### src/rtl/core_sequencer_pkg.sv
// Shared definitions for the multi-cycle sequencer and its instruction decoder.
package core_sequencer_pkg;

    typedef enum logic [2:0] {
        S_IDLE,
        S_FETCH,
        S_DECODE,
        S_EXEC,
        S_MEM,
        S_WB,
        S_HALT
    } seq_state_e;

    typedef enum logic [1:0] {
        PC_HOLD,
        PC_LOAD,
        PC_INC,
        PC_REL
    } pc_op_e;

    localparam logic [8:0] HALT_INST_DEF = 9'h1FF;

    // Opcode field IR[8:6] as interpreted by the decoder
    localparam logic [2:0] OP_ADD = 3'd0;
    localparam logic [2:0] OP_ST  = 3'd1;
    localparam logic [2:0] OP_LD  = 3'd2;
    localparam logic [2:0] OP_BR  = 3'd3;
    localparam logic [2:0] OP_NOP = 3'd4;

endpackage

### src/rtl/core_sequencer_pc_unit.sv
// Program counter register with next-PC selection: hold, load reset vector,
// increment, or add a signed relative offset (all modulo 2^PC_W).
module core_sequencer_pc_unit
    import core_sequencer_pkg::*;
#(
    parameter int              PC_W     = 10,
    parameter logic [PC_W-1:0] RESET_PC = '0
) (
    input  logic            clk,
    input  logic            rst_n,
    input  pc_op_e          op,
    input  logic [PC_W-1:0] offset,
    output logic [PC_W-1:0] pc
);

    localparam logic [PC_W-1:0] ONE = {{(PC_W-1){1'b0}}, 1'b1};

    always_ff @(posedge clk or negedge rst_n) begin
        if (!rst_n) begin
            pc <= RESET_PC;
        end else begin
            unique case (op)
                PC_LOAD: pc <= RESET_PC;
                PC_INC:  pc <= pc + ONE;
                PC_REL:  pc <= pc + offset;
                default: pc <= pc;
            endcase
        end
    end

endmodule

### src/rtl/core_sequencer.sv
// Multi-cycle FETCH/DECODE/EXEC/MEM/WB sequencer owning PC and IR.
// Optional `INSTR_COUNT_EN adds a saturating retired-instruction counter.
module core_sequencer
    import core_sequencer_pkg::*;
#(
    parameter int                PC_W      = 10,
    parameter int                INST_W    = 9,
    parameter logic [PC_W-1:0]   RESET_PC  = '0,
    parameter logic [INST_W-1:0] HALT_INST = HALT_INST_DEF
) (
    input  logic              Clk,
    input  logic              ResetN,
    input  logic              Start,
    output logic [PC_W-1:0]   InstrAddr,
    input  logic [INST_W-1:0] InstrData,
    output logic [INST_W-1:0] Ir,
    input  logic              CtrlRegWrite,
    input  logic              CtrlMemWrite,
    input  logic              CtrlMemRead,
    input  logic              CtrlBranchRel,
    input  logic              BranchTaken,
    input  logic [PC_W-1:0]   BranchOffset,
    output logic              MemReq,
    input  logic              MemAck,
    output logic              MemWriteEn,
    output logic              RegWriteEn,
    output logic              Busy,
    output logic              Done,
    output logic [15:0]       InstCount
);

    seq_state_e        state_q, state_d;
    pc_op_e            pc_op;
    logic [INST_W-1:0] ir_q;
    logic              start_ok;

    assign start_ok = Start && (state_q == S_IDLE || state_q == S_HALT);

    always_ff @(posedge Clk or negedge ResetN) begin
        if (!ResetN) state_q <= S_IDLE;
        else         state_q <= state_d;
    end

    always_comb begin
        state_d = state_q;
        pc_op   = PC_HOLD;
        unique case (state_q)
            S_IDLE, S_HALT: begin
                if (start_ok) begin
                    state_d = S_FETCH;
                    pc_op   = PC_LOAD;
                end
            end
            S_FETCH:  state_d = S_DECODE;
            S_DECODE: state_d = (ir_q == HALT_INST) ? S_HALT : S_EXEC;
            S_EXEC:   state_d = (CtrlMemWrite || CtrlMemRead) ? S_MEM : S_WB;
            S_MEM:    if (MemAck) state_d = S_WB;
            S_WB: begin
                state_d = S_FETCH;
                pc_op   = (CtrlBranchRel && BranchTaken) ? PC_REL : PC_INC;
            end
            default:  state_d = S_IDLE;
        endcase
    end

    always_ff @(posedge Clk or negedge ResetN) begin
        if (!ResetN)                ir_q <= '0;
        else if (state_q == S_FETCH) ir_q <= InstrData;
    end

    core_sequencer_pc_unit #(
        .PC_W     (PC_W),
        .RESET_PC (RESET_PC)
    ) u_pc (
        .clk    (Clk),
        .rst_n  (ResetN),
        .op     (pc_op),
        .offset (BranchOffset),
        .pc     (InstrAddr)
    );

    // Decoder strobes are only let through in the phase that owns them
    assign Ir         = ir_q;
    assign MemReq     = (state_q == S_MEM);
    assign MemWriteEn = (state_q == S_MEM) && CtrlMemWrite;
    assign RegWriteEn = (state_q == S_WB) && CtrlRegWrite;
    assign Busy       = (state_q != S_IDLE) && (state_q != S_HALT);
    assign Done       = (state_q == S_HALT);

`ifdef INSTR_COUNT_EN
    logic [15:0] inst_count_q;

    always_ff @(posedge Clk or negedge ResetN) begin
        if (!ResetN)
            inst_count_q <= '0;
        else if (start_ok)
            inst_count_q <= '0;
        else if (state_q == S_WB && inst_count_q != 16'hFFFF)
            inst_count_q <= inst_count_q + 16'd1;
    end

    assign InstCount = inst_count_q;
`else
    assign InstCount = '0;
`endif

endmodule

### config.mk
export PLATFORM = sky130hd
export DESIGN_NAME = core_sequencer
export DESIGN_NICKNAME = d
export VERILOG_FILES = /design/src/rtl/core_sequencer_pkg.sv /design/src/rtl/core_sequencer_pc_unit.sv /design/src/rtl/core_sequencer.sv
export SDC_FILE = /design/constraint.sdc
export NUM_CORES = 1
export LEC_CHECK = 0
export BUFFER_PORTS_ARGS = -buffer_cell sky130_fd_sc_hd__buf_2
export CELL_PAD_IN_SITES_DETAIL_PLACEMENT = 2
export CELL_PAD_IN_SITES_GLOBAL_PLACEMENT = 2
export CORE_MARGIN = 1.5
export CORE_UTILIZATION = 27
export DETAILED_ROUTE_END_ITERATION = 12
export PLACE_DENSITY_LB_ADDON = 0.1
export RECOVER_POWER = 100
export SETUP_SLACK_MARGIN = 0.15
export SYNTH_ARGS = -nofsm -noshare
export SYNTH_HDL_FRONTEND = slang
export SYNTH_SLANG_ARGS = --single-unit
### constraint.sdc
create_clock -name Clk -period 3.8 [get_ports Clk]
set_clock_uncertainty 0.15 [all_clocks]
set_input_delay 0.38 -clock Clk [delete_from_list [all_inputs] [get_ports Clk]]
set_output_delay 0.38 -clock Clk [all_outputs]
set_load 0.05 [all_outputs]
==> results.cfg <==
[placement]
place_congestion = 0.880
detailed_place_hpwl_um = 3360
portBuffers = 51

[sta]
fmaxAchievable_mhz = 296
fin_tns_setup_ns = 0
tightest_slew_ns = 1.36
whs_ns = 0.194
rsz0062_at_grt = false
finalSetupViolations = 0
min_period_ns = 3.38
hold_viol = 0
final.period_utilization_pct = 88.9
drv_slew = 0
slew-limit-headroom_pct = 9.10

[floorplan]
core_um2 = 5570
start_util_pct = 28.2
rows = 27
die_area_um2 = 6300
die_x_um = 79.4
die_h_um = 79.4
io_pins = 68

[detailed_routing]
drc = 0
ant_nets = 0
wire_per_inst_um = 14.5
drt_first_pass_iters = 3
vias = 1326
routed_wl_um = 4120
routed_via_density = 4.67
drt_iter0_markers = 19

[setup_path]
criticalPathCategory = reg2reg
worstPathArrival_ns = 3.39
critPathLaunchType = register
rr_worst_depth = 12
endpoint = u_pc.pc[6]
required_ns = 3.81
reg2reg_to = u_pc.pc[6]
setup.worst_path.start = state_q[2]
r2r_start = state_q[2]
cp-end-kind = register
cp_max_fo = 11
reg2reg_slack_ns = 0.42

[power]
power.total_uw = 1430
switchingPower_uw = 788
power_frac_seq_pct = 30.0
p_per_area_nw_per_um2 = 777
ir_drop_v = 0.000400
swShare_pct = 55.0
power.internal_uw = 645
clock_power_share_pct = 12.3
pwr-share-comb_pct = 57.7
p_leak_uw = 0.000866

[grt]
grt_max_degree = 23
grt_overflow_total = 0
grt_pass1_wl_um = 6840
antenna_found_initial = 0
grtUsageTotal_pct = 13.8
grt_pass1_vias = 1406

[synth]
syn-instance-count = 162
avgSynthCellArea_um2 = 9.72
synthesis.area_um2 = 1570
ys_seq_area_share_pct = 35.0
yosysUniqueCellTypes = 46
synth_flop_cell = dfrtp_1
synth_most_common_cell = dfrtp_1
synth-edff-count = 0
synthTopCellsByCount = dfrtp_1, buf_4, nand2_1
synth_area_leaders = dfrtp_1, buf_4, ha_1
synth.largest_area_cell = dfrtp_1
ys_ff_latch = 22
yosysTopAreaCellShare_pct = 35.0
yosys_warnings = 0
async_flop_share_pct = 100

[finish]
final_util_pct = 33.1
diodes = 0
fillers = 659
drive_gt1_share_pct = 27.8
syn_to_final_growth_pct = 17.2
seqCellArea_um2 = 551
nets = 251
multi_input_area_um2 = 891

[cts]
clock_latency_ns = 0.26
cts_buffers = 3
path_clk_slew_ns = 0.09
cts_tree = built
clkSinkCount = 22
max-clock-path-buffers = 2
htree_levels = 1
postCtsSetupBuffers = 0
cts_root_buffer = clkbuf_8

[run_status]
outcome = complete, no violations

[min_path]
min_path_cells = 2
hold_class = in2reg

[flow_run]
drv_cap = 0
==> cell families (layout without fill, tap and decap cells) <==
group	after synthesis	in the layout	synth area share (%)
flops	22	22	35.0
simple gates	51	51	18.9
xor+xnor	7	7	3.90
other cells	1	16	0.238
compound gates	34	34	14.6
buf+inv	27	62	11.8
mux	10	10	7.07
fa+ha+maj	10	10	8.43
==> per-layer routing <==
metal  vias up  global-route usage, %  share of wire, %
met5         -                      0                 0
met4         0                   1.58              0.36
met3         2                   3.45               6.8
met2        45                   25.2                50
met1       652                   16.7                42
li1        627                      -                 -
==> placed cells by master (no fill, tap or decap), drive strengths merged, types with 2 or more instances in the layout <==
cell     n
and3     2
conb    16
and2    11
or3      2
mux2     9
dfrtp   22
o21ai   12
a21o     2
nor2     5
a22o     2
inv      6
a21oi    7
nor3     3
ha       9
nand3    4
o21a     2
nand2b   3
nand2   14
xor2     3
buf     27
clkbuf  28
nor2b    2
xnor2    4
==> flip-flops by register name (all words and copies together) (netlist names) <==
name / flops
Ir: 9
state_q: 3
u_pc.pc: 10
==> metrics by stage <==
| step | cells | area, um2 | worst slack (ns) |
|---|---|---|---|
| 6_report | 284 | 1840 | 0.423 |
| 5_1_grt | 284 | 1840 | 0.142 |
| 4_1_cts | 284 | 1880 | 0.386 |
| 3_5_place_dp | 279 | 1810 | 0.414 |
| 3_3_place_gp | 279 | 1810 | 0.524 |
| 2_1_floorplan | 177 | 1630 | 0.750 |
==> worst max-delay path: stages (launching register included) <==
cell      delay (ns)
dfrtp_1         0.55
and3b_1         0.39
and3_4          0.31
or2b_1          0.25
ha_1            0.20
inv_1           0.07
fa_1            0.20
nor2b_1         0.06
o21a_1          0.17
o21ai_0         0.21
a21boi_0        0.14
or3_1           0.32
a32o_1          0.25
==> worst min-delay path by stage <==
stage | endpoint | start | slack [ns]
final | Ir[8] | InstrData[8] | 0.19
after global routing | Ir[7] | InstrData[7] | 0.18
after detailed placement | u_pc.pc[5] | ResetN | 0.26
after global placement | u_pc.pc[5] | ResetN | 0.24
after CTS | Ir[8] | InstrData[8] | 0.19
after floorplan | Ir[0] | ResetN | -0.07
==> power groups by stage <==
stage	Sequential, uW	Clock (uW)	Combinational [uW]
6_report	430	176	826
5_1_grt	450	194	885
4_1_cts	432	187	868
3_5_place_dp	438	0	864
3_3_place_gp	428	0	850
2_1_floorplan	682	0	431
==> layout make-up <==
class,count,area share [%]
flip-flops and latches,22,29.9
multi-input cells,128,48.3
well taps,72,4.88
repair buffers,52,12.8
clock buffers,4,2.99
inverters,6,1.22
==> timing repair <==
item / in CTS / in global routing
gates resized for setup: 0 / 1
endpoints found under the hold margin: 22 / 0
hold buffers: 1 / 0
endpoints found under the setup margin: 0 / 1
No activity file was read; power rests on OpenSTA's default activity.
